$ cat config.mk
export PLATFORM = sky130hd
export DESIGN_NAME = uart_tx_fifo
export DESIGN_NICKNAME = d
export VERILOG_FILES = /design/src/rtl/uart_tx_fifo.sv
export SDC_FILE = /design/constraint.sdc
export NUM_CORES = 1
export LEC_CHECK = 0
export CAP_MARGIN = 20
export CORE_ASPECT_RATIO = 1.25
export CORE_MARGIN = 2
export CORE_UTILIZATION = 60
export CTS_CLUSTER_SIZE = 14
export DETAILED_ROUTE_END_ITERATION = 12
export MAX_ROUTING_LAYER = met4
export PLACE_DENSITY = 0.79
export SYNTH_ARGS = -nofsm -noshare
export SYNTH_HDL_FRONTEND = slang
export SYNTH_SLANG_ARGS = --single-unit
$ cat constraint.sdc
create_clock -name CLK_25MHz -period 3.6 [get_ports CLK_25MHz]
set_input_delay 0.54 -clock CLK_25MHz [delete_from_list [all_inputs] [get_ports CLK_25MHz]]
set_output_delay 0.54 -clock CLK_25MHz [all_outputs]
set_load 0.02 [all_outputs]
$ cat src/rtl/uart_tx_fifo.sv
// Byte FIFO feeding a uart_8n1_115200 transmitter; a small FSM pops one byte per
// TX_READY handshake and bounds the wait for the UART to acknowledge with a guard counter.
module uart_tx_fifo #(
    parameter int DEPTH = 16,
    parameter int GUARD = 4
) (
    input  logic                     CLK_25MHz,
    input  logic                     RST,
    input  logic                     PUSH,
    input  logic [7:0]               PUSH_DATA,
    output logic                     FULL,
    output logic                     EMPTY,
    output logic [$clog2(DEPTH):0]   COUNT,
    output logic                     OVERFLOW,
    input  logic                     UART_TX_READY,
    output logic                     UART_WE,
    output logic [7:0]               UART_DATA
);
    localparam int AW = $clog2(DEPTH);
    localparam int GW = $clog2(GUARD + 1);

    typedef enum logic [1:0] {IDLE, SEND, WAIT_LOW, WAIT_HIGH} state_t;

    logic [7:0]    mem [DEPTH];
    logic [AW-1:0] wr_ptr;
    logic [AW-1:0] rd_ptr;
    state_t        state;
    logic [GW-1:0] guard_cnt;
    logic          push_ok;
    logic          pop;

    assign FULL    = (COUNT == (AW+1)'(DEPTH));
    assign EMPTY   = (COUNT == '0);
    // FULL is the pre-edge occupancy, so a same-edge pop never frees room for a push.
    assign push_ok = PUSH && !FULL;
    assign pop     = (state == IDLE) && !EMPTY && UART_TX_READY;

    always_ff @(posedge CLK_25MHz) begin
        if (push_ok)
            mem[wr_ptr] <= PUSH_DATA;
    end

    always_ff @(posedge CLK_25MHz) begin
        if (RST) begin
            wr_ptr   <= '0;
            rd_ptr   <= '0;
            COUNT    <= '0;
            OVERFLOW <= 1'b0;
        end else begin
            if (push_ok)
                wr_ptr <= wr_ptr + 1'b1;
            if (pop)
                rd_ptr <= rd_ptr + 1'b1;
            if (PUSH && FULL)
                OVERFLOW <= 1'b1;
            case ({push_ok, pop})
                2'b10:   COUNT <= COUNT + 1'b1;
                2'b01:   COUNT <= COUNT - 1'b1;
                default: COUNT <= COUNT;
            endcase
        end
    end

    always_ff @(posedge CLK_25MHz) begin
        if (RST) begin
            state     <= IDLE;
            UART_WE   <= 1'b0;
            UART_DATA <= 8'h00;
            guard_cnt <= '0;
        end else begin
            case (state)
                IDLE: begin
                    if (pop) begin
                        state     <= SEND;
                        UART_WE   <= 1'b1;
                        UART_DATA <= mem[rd_ptr];
                    end
                end
                SEND: begin
                    state     <= WAIT_LOW;
                    UART_WE   <= 1'b0;
                    guard_cnt <= '0;
                end
                WAIT_LOW: begin
                    // A UART that never drops READY must not stall the queue forever.
                    if (!UART_TX_READY) begin
                        state <= WAIT_HIGH;
                    end else begin
                        guard_cnt <= guard_cnt + 1'b1;
                        if (guard_cnt == GW'(GUARD - 1))
                            state <= IDLE;
                    end
                end
                WAIT_HIGH: begin
                    if (UART_TX_READY)
                        state <= IDLE;
                end
                default: state <= IDLE;
            endcase
        end
    end
endmodule

==> results.py <==
metrics = {
    "outcome": {
        "status": "complete, no violations",
    },
    "final_layout": {
        "multi_input_area_um2": 1710,
        "final_core_util_pct": 72.2,
        "nets": 432,
        "register_area_um2": 4410,
        "layout-drive-gt1-share_pct": 20.7,
        "postLayoutCellArea_um2": 7300,
        "fillers": 614,
        "final_cells": 550,
        "areaGrowthSynthToFinish_pct": 17.0,
        "n_antenna_cell": 0,
    },
    "routing": {
        "drc": 0,
        "ant_nets": 0,
        "vias": 3296,
        "avgRoutedWirePerCell_um": 21.8,
        "viasPerCell": 5.99,
        "drt_iter0_markers": 274,
        "wirelength_um": 12000,
        "dr.pass1.iters": 4,
    },
    "yosys": {
        "postSynthCellCount": 363,
        "synthFlopType": "edfxtp_1",
        "synth-async-reset-ratio_pct": 0,
        "synthMuxAreaShare_pct": 14.5,
        "synth_nets": 387,
        "synthSimpleGateAreaFrac_pct": 6.08,
        "synth_top_area_cell": "edfxtp_1",
        "synth_seq_cells": 156,
        "synth_area_per_cell_um2": 17.2,
        "synth_area_um2": 6240,
        "synth_top_family_by_area": "multiplexers",
        "seq_area_frac_synth_pct": 70.6,
        "synth.area.top_cells": "edfxtp_1 62%, mux4_2 12%, dfxtp_1 9.0%",
        "synth_top_area_share_pct": 61.6,
        "synth_edf_count": 128,
        "yosys_warnings": 0,
        "synth_compound_area_share_pct": 3.15,
        "synthAdderAreaFrac_pct": 2.53,
        "synth_cell_types": 36,
        "synth-xor-area-share_pct": 1.12,
    },
    "clocking": {
        "clk_path_buf_depth": 2,
        "cts.sinks": 156,
        "cts.repair.resized": 0,
        "postCtsHoldBufs": 0,
        "cts_tree": "done",
        "root_buffer": "clkbuf_16",
        "path_clk_slew_ps": 70,
        "cts_setup_buffers": 0,
        "htree_num_levels": 4,
        "insertion_delay_ps": 420,
        "cts-buffers-inserted": 17,
    },
    "sta": {
        "worst_clock_skew_ps": 6.96,
        "maxSlewViolCount": 0,
        "rsz0062_at_grt": "no",
        "slew_headroom_pct": 37.2,
        "setup-violations-final": 0,
        "fmax_mhz": 334,
        "fin_crit_sh_pct": 83.2,
        "layout_min_cycle_time_ps": 2990,
        "final-hold-violation-count": 0,
        "finalSetupTns_ps": 0,
        "setup_ws_ps": 605,
        "worst_slew_pin_slew_ps": 938,
        "holdWs_ps": 463,
    },
    "grt": {
        "antenna_found_initial": 0,
        "track_usage_pct": 24.0,
        "globalRouteOverflowTotal": 0,
        "grt_first_pass_wirelength_um": 18500,
        "grt_pass1_vias": 3384,
        "grt_max_degree": 36,
    },
    "placement": {
        "dp_cells": 517,
        "numPortBuffers": 28,
        "dpl_cell_area_um2": 6720,
        "hpwl_um": 7350,
        "place_ws_ps": 316,
        "finalWeightedCongestion": 0.729,
    },
    "setup_path": {
        "r2r_setup_slack_ps": 610,
        "worst_setup_path_end_kind": "flop",
        "crit_required_ps": 3900,
        "critical_path_class": "flop to flop",
        "crit_arrival_ps": 3300,
        "worstPathMaxFanout": 6,
        "cp-start-kind": "flop",
    },
    "floorplanning": {
        "ioPinCount": 29,
        "dieArea_um2": 11200,
        "die_w_um": 95.2,
        "initial_core_util_pct": 61.7,
        "die_h_um": 118,
        "fp.coreArea_um2": 10100,
        "rows": 41,
    },
    "pwr": {
        "leakage_nw": 2.38,
        "power.density_nw_per_um2": 663,
        "power.total_mw": 4.84,
        "peakVddDrop_uv": 371,
    },
    "worst_hold_path": {
        "hp-class": "flop to flop",
    },
    "flow_run": {
        "cap_violations": 0,
    },
}
## cell usage after synthesis, drive strengths merged, types with 2 or more instances
cell / number
and2: 2
o221ai: 8
nor2: 32
o21ai: 2
xnor2: 3
nor2b: 2
clkbuf: 9
a21boi: 2
nand2: 12
nor3: 6
nand3: 3
inv: 12
a21oi: 16
nand4: 2
mux2i: 17
nand2b: 4
xor2: 5
dfxtp: 28
mux4: 32
buf: 10
nand3b: 10
ha: 11
edfxtp: 128
## sequential cells by signal (all words and copies together) (netlist names)
name       count
OVERFLOW       1
state          2
UART_WE        1
mem          128
COUNT          5
guard_cnt      3
rd_ptr         4
UART_DATA      8
wr_ptr         4
## final timing paths
check	depth (start not counted)	start	end
worst min-delay path	2	guard_cnt[2]	guard_cnt[2]
worst max-delay path	11	COUNT[0]	COUNT[4]
worst max register to register	11	COUNT[0]	COUNT[4]
worst min register to register	2	guard_cnt[2]	guard_cnt[2]
## layout by cell type, fill, tap and decap left out, types with 6 or more instances in the layout
master	instances
clkbuf_16	17
mux2i_1	17
ha_1	11
nand2_1	12
a21oi_1	15
buf_4	16
nor3_1	6
dfxtp_1	27
o221ai_1	8
nand3b_1	9
nor2_1	32
clkdlybuf4s50_1	28
inv_1	11
edfxtp_1	128
mux4_2	32
## logic make-up (layout without fill, tap and decap cells)
group,count (synthesis),after routing
adders and majority gates,12,12
muxes,50,50
AOI/OAI and AO/OA,30,30
xor gates and xnor gates,8,8
DFF,156,156
buffers and inverters,31,89
and+or+nand+nor,76,76
## metal layers
| metal | track usage, % | wire (µm) | vias up |
|---|---|---|---|
| li1 | - | - | 1495 |
| met1 | 30.1 | 4830 | 1664 |
| met2 | 38.2 | 6290 | 113 |
| met3 | 4.93 | 613 | 24 |
| met4 | 9.87 | 276 | 0 |
| met5 | - | 0 | - |
## layout make-up
type	instances	area share, %
Inverter	12	0.617
Timing Repair Buffer	45	5.69
Clock inverter	14	1.89
Clock buffer	18	5.88
Sequential cell	156	60.4
Tap cell	129	2.21
Multi-Input combinational cell	176	23.4
## power breakdown
group          total, mW  internal, mW  switching (mW)  leakage (nW)
registers           2.18          2.07           0.107          1.38
logic              0.970         0.466           0.504         0.725
clock network       1.69         0.966           0.729         0.274
## worst max-delay path, stage by stage, from the launching register on
cell     delay, ps
dfxtp_1        360
nor4_2         520
a21oi_2        130
nand3_1        140
inv_2           90
ha_1           240
ha_1           320
nor2b_1        150
o21ai_0        200
a21oi_1         90
or3b_1         350
mux2_2         270
No activity file was read; power rests on OpenSTA's default activity.
